File: src/rtl/mem_arb.sv
// mem_arb: three-requester arbiter onto one shared memory port.
// Define MEM_ARB_RR_EN for round-robin between i_re and d_re.
module mem_arb #(
    parameter int XLEN      = 32,
    parameter int RR_WEIGHT = 1
) (
    input  logic            clk,
    input  logic            reset,
    input  logic            i_re,
    input  logic [XLEN-1:0] i_addr,
    output logic            i_ack,
    output logic [XLEN-1:0] i_rdata,
    input  logic            d_re,
    input  logic [XLEN-1:0] d_addr,
    output logic            d_rack,
    output logic [XLEN-1:0] d_rdata,
    input  logic            d_we,
    input  logic [XLEN-1:0] d_waddr,
    input  logic [XLEN-1:0] d_wdata,
    input  logic [3:0]      d_wmask,
    output logic            d_wack,
    output logic            m_re,
    output logic            m_we,
    output logic [XLEN-1:0] m_addr,
    output logic [XLEN-1:0] m_wdata,
    output logic [3:0]      m_wmask,
    input  logic            m_ack,
    input  logic [XLEN-1:0] m_rdata
);

    typedef enum logic [1:0] {
        IDLE,
        GNT_I,
        GNT_DR,
        GNT_DW
    } state_t;

    state_t          state;
    state_t          state_nx;
    logic [XLEN-1:0] addr_q;
    logic [XLEN-1:0] wdata_q;
    logic [3:0]      wmask_q;
    logic            pick_i;
    logic            pick_dr;
    logic            pick_dw;

`ifdef MEM_ARB_RR_EN
    localparam int CW = (RR_WEIGHT > 1) ? $clog2(RR_WEIGHT) : 1;

    logic          favour_i;
    logic [CW-1:0] rr_cnt;

    // Writes always win; reads alternate according to favour_i.
    always_comb begin
        pick_dw = d_we;
        pick_dr = !d_we && d_re && (!i_re || !favour_i);
        pick_i  = !d_we && i_re && !(d_re && !favour_i);
    end

    // Track who gets the next read contest; data is favoured out of reset.
    always_ff @(posedge clk) begin
        if (reset) begin
            favour_i <= 1'b0;
            rr_cnt   <= '0;
        end else if (state == IDLE) begin
            if (pick_dr) begin
                favour_i <= 1'b1;
                rr_cnt   <= '0;
            end else if (pick_i && d_re) begin
                if (rr_cnt == CW'(RR_WEIGHT - 1)) begin
                    favour_i <= 1'b0;
                    rr_cnt   <= '0;
                end else begin
                    rr_cnt <= rr_cnt + 1'b1;
                end
            end
        end
    end
`else
    // Fixed priority: write, then data read, then instruction read.
    always_comb begin
        pick_dw = d_we;
        pick_dr = !d_we && d_re;
        pick_i  = !d_we && !d_re && i_re;
    end
`endif

    // State register and latch of the winner's payload on leaving IDLE.
    always_ff @(posedge clk) begin
        if (reset) begin
            state   <= IDLE;
            addr_q  <= '0;
            wdata_q <= '0;
            wmask_q <= '0;
        end else begin
            state <= state_nx;
            if (state == IDLE) begin
                if (pick_dw) begin
                    addr_q  <= d_waddr;
                    wdata_q <= d_wdata;
                    wmask_q <= d_wmask;
                end else if (pick_dr) begin
                    addr_q  <= d_addr;
                    wdata_q <= '0;
                    wmask_q <= '0;
                end else if (pick_i) begin
                    addr_q  <= i_addr;
                    wdata_q <= '0;
                    wmask_q <= '0;
                end
            end
        end
    end

    // Next state and memory/ack outputs; reset silences everything.
    always_comb begin
        state_nx = state;
        m_re     = 1'b0;
        m_we     = 1'b0;
        m_addr   = '0;
        m_wdata  = '0;
        m_wmask  = '0;
        i_ack    = 1'b0;
        i_rdata  = '0;
        d_rack   = 1'b0;
        d_rdata  = '0;
        d_wack   = 1'b0;
        unique case (state)
            IDLE: begin
                if (pick_dw) state_nx = GNT_DW;
                else if (pick_dr) state_nx = GNT_DR;
                else if (pick_i) state_nx = GNT_I;
            end
            GNT_I: begin
                m_re  = !reset;
                i_ack = m_ack && !reset;
                if (!reset) m_addr = addr_q;
                if (i_ack) i_rdata = m_rdata;
                if (m_ack) state_nx = IDLE;
            end
            GNT_DR: begin
                m_re   = !reset;
                d_rack = m_ack && !reset;
                if (!reset) m_addr = addr_q;
                if (d_rack) d_rdata = m_rdata;
                if (m_ack) state_nx = IDLE;
            end
            GNT_DW: begin
                m_we   = !reset;
                d_wack = m_ack && !reset;
                if (!reset) begin
                    m_addr  = addr_q;
                    m_wdata = wdata_q;
                    m_wmask = wmask_q;
                end
                if (m_ack) state_nx = IDLE;
            end
            default: state_nx = IDLE;
        endcase
    end

endmodule
File: config.mk
export PLATFORM = sky130hd
export DESIGN_NAME = mem_arb
export DESIGN_NICKNAME = d
export VERILOG_FILES = /design/src/rtl/mem_arb.sv
export SDC_FILE = /design/constraint.sdc
export NUM_CORES = 1
export LEC_CHECK = 0
export BUFFER_PORTS_ARGS = -buffer_cell sky130_fd_sc_hd__buf_2
export CAP_MARGIN = 5
export CORE_AREA = 5 5 115 117
export CTS_BUF_LIST = sky130_fd_sc_hd__clkbuf_4 sky130_fd_sc_hd__clkbuf_8 sky130_fd_sc_hd__clkbuf_16
export CTS_CLUSTER_DIAMETER = 40
export CTS_CLUSTER_SIZE = 25
export DETAILED_ROUTE_END_ITERATION = 10
export DIE_AREA = 0 0 120 122
export GPL_ROUTABILITY_DRIVEN = 0
export PLACE_DENSITY = 0.76
export SLEW_MARGIN = 0
export SYNTH_ARGS = -nofsm -noshare
export SYNTH_HDL_FRONTEND = slang
export SYNTH_SLANG_ARGS = --single-unit
File: constraint.sdc
create_clock -name clk -period 2.8 [get_ports clk]
set_clock_uncertainty 0.2 [all_clocks]
set_input_delay 0.28 -clock clk [delete_from_list [all_inputs] [get_ports clk]]
set_output_delay 0.28 -clock clk [all_outputs]
set_load 0.02 [all_outputs]
==> impl_results.md <==
* Status: complete, no violations
* GRT Total Usage at 0.172
* CP Cell Sequence: inv_1 > ha_1 > nor2_1 > buf_4 > and2_1 > buf_2
* P&R area growth vs syn at 58.1%
* WP depth at 6
* Total power at 3.12 mW
* Hold Path Class: in -> reg
* Largest net degree at the start of global routing at 69
* CP Max Fanout at 22
* Fmax achieved at 0.432 GHz
* Port bufs at 306
* Critical path startpoint category: flip-flop
* Placement Rows at 41
* Crit. End Element: output pin
* Initial Utilization at 0.322
* DRC viols at 0
* Reg-to-reg startpoint: state[0]
* Clk slew on worst S/H paths at 0.06 ns
* RSZ-0062 raised after global routing: false
* Synth unique cells at 27
* Post-synth EDFFs at 0
* Synth area leaders: dfxtp_1, and2_1, a32o_1, a22o_1, a211o_1
* Drt total wl at 13600 um
* Average cell area after synthesis at 9.08 sq um
* Final setup vio count at 0
* Max_cap viols at 0
* CTS Buf Count at 9
* Number of antenna violations at the first check in global routing at 0
* Most numerous cell in the Yosys netlist: and2_1
* CP endpoint: m_addr[16]
* Cells after Synth at 435
* Reg-to-reg slack, setup at 0.81 ns
* Number of global-route vias before repair at 4080
* Slew HR at 0.573
* DR iter-0 viols at 236
* Worst EP required at 2.32 ns
* Final Max Tran Viols at 0
* WS Path Type: reg -> out
* Warning count from the yosys run at 0
* Die Y at 122 um
* DR vias at 4286
* Die Wd at 120 um
* Pwr dens at 499 nW/um^2
* # clock sinks at 70
* Fin. Hold Viols at 0
* Static leakage at 3.31 nW
* Share of cells above drive strength 1 at 0.445
* Worst Max-Slew Pin Slew at 0.641 ns
* Depth of the worst register-to-register path at 5
* Die area at 14600 sq um
* Setup TNS at 0 ns
* Post-synth ARST share at 0
* CTS tree: built
* Hpwl dp at 9940 um
* Synthesized net count at 609
* WP buf/inv at 3
* Synthesized area at 3950 sq um
* Core area at 12300 sq um
* Clock Tree Root: clkbuf_16
* Io pins at 307
* Routed WL per cell at 14.9 um
* Critical-path top delay cell: dfxtp_1
* Vias/cell at 4.71
* Most frequent cells after synthesis: and2_1, dfxtp_1, a22o_1, nor2b_1
* GR Overflow Total at 0
* Remaining antenna violation count at 0
* # diodes at 0
* Top cell type's share of synthesized area at 0.355
* Clk buf depth at 2
* CTS resizes at 0
* Maximum VDD drop at 493 uV
* Critical Path AT at 1.84 ns
* Post-route clock period utilization at 0.827
* H-tree depth at 3
* Critical Path Source: state[0]
* CP max stage delay at 0.35 ns
* Tmin final at 2.32 ns
* Layout Nets at 929
* Delay-heaviest family, CP: buffers and inverters
* Yosys top cell by area: dfxtp_1
* First-pass GRT wire length at 20500 um
* Drt pass-1 iters at 5
* R2r endpoint: addr_q[31]
* Top FF cell, synth: dfxtp_1
* Seq/Total Area, Yosys at 0.355
* Seq cells post-synth at 70
* Clk_lat worst skew at 0.32 ns
-- cell type report --
class,count,area (sq um)
inverter,3,11.3
clock buffer,9,225
fill,1169,6010
multi-input combinational,318,2330
sequential,70,1400
tap,150,188
clock inverter,7,95.1
timing repair buffer,353,2000
-- cell usage in the layout (no fill, tap or decap) --
master and n:
a211o_1 32, a211oi_1 1, a21oi_1 1, a21oi_4 1
a22o_1 36, a32o_1 32, and2_1 133, and3b_1 2
buf_12 2, buf_2 306, buf_4 9, bufinv_16 2
clkbuf_16 9, clkinv_2 2, clkinvlp_4 1, dfxtp_1 70
dlygate4sd3_1 36, ha_1 4, inv_1 2, inv_2 1
inv_6 2, nand2_1 2, nand2b_1 32, nor2_1 1
nor2b_1 33, nor2b_2 1, nor3b_2 2, o211ai_1 1
o21ai_0 1, o21ai_1 1, o22ai_1 1, or3_1 1
-- tightest hold or removal path: stages --
cell      delay, ns
buf_2          0.07
nand2b_1       0.08
a32o_1         0.15
-- cells by family after synthesis --
logic type | Yosys count | share of synthesized area
and+or+nand+nor | 207 | 0.328
AOI/OAI and AO/OA | 107 | 0.243
DFF | 70 | 0.355
buffers and inverters | 47 | 0.0614
adders and majority gates | 4 | 0.0127
-- registers in the layout, summed over array words and instances, names as in the netlist --
register	cells
state	2
wdata_q	32
addr_q	32
wmask_q	4
-- layer usage --
metal	track usage	wire [um]	vias up
met5	0	0	-
met4	0.0501	206	0
met3	0.0548	1110	19
met2	0.285	6680	172
met1	0.215	5590	1938
li1	-	-	2157
-- per-stage QoR --
stage	setup slack [ns]	hold slack [ns]	cells	cell area [sq um]	util
after floorplan	0.775	0.213	435	3950	-
after global placement	0.778	0.238	858	5570	0.454
after detailed placement	0.783	0.246	858	5570	0.454
after CTS	0.424	0.0748	910	6250	0.509
after global routing	0.283	0.0790	910	6250	0.509
final	0.483	0.0820	910	6250	0.509
-- power by group --
part	switching (mW)	internal (mW)	leakage [nW]
Combinational	0.368	0.360	2.58
Clock	0.430	0.782	0.156
Sequential	0.0558	1.12	0.576
Total	0.854	2.26	3.31
-- how the worst min path moves through the flow --
| stage | startpoint | endpoint | depth (start not counted) | slack (ns) |
|---|---|---|---|---|
| after detailed placement | addr_q[1] | addr_q[1] | 1 | 0.25 |
| after global placement | addr_q[27] | addr_q[27] | 1 | 0.24 |
| final | d_waddr[7] | addr_q[7] | 3 | 0.08 |
| after CTS | d_waddr[7] | addr_q[7] | 3 | 0.07 |
| after global routing | d_waddr[8] | addr_q[8] | 3 | 0.08 |
| after floorplan | d_wdata[0] | wdata_q[0] | 1 | 0.21 |
-- timing repair --
action | in CTS | in global routing
hold endpoints to repair | 36 | 0
setup endpoints to repair | 0 | 0
hold buffers | 36 | 0
setup buffers | 0 | 0
Power figures use the tool's default switching activity.
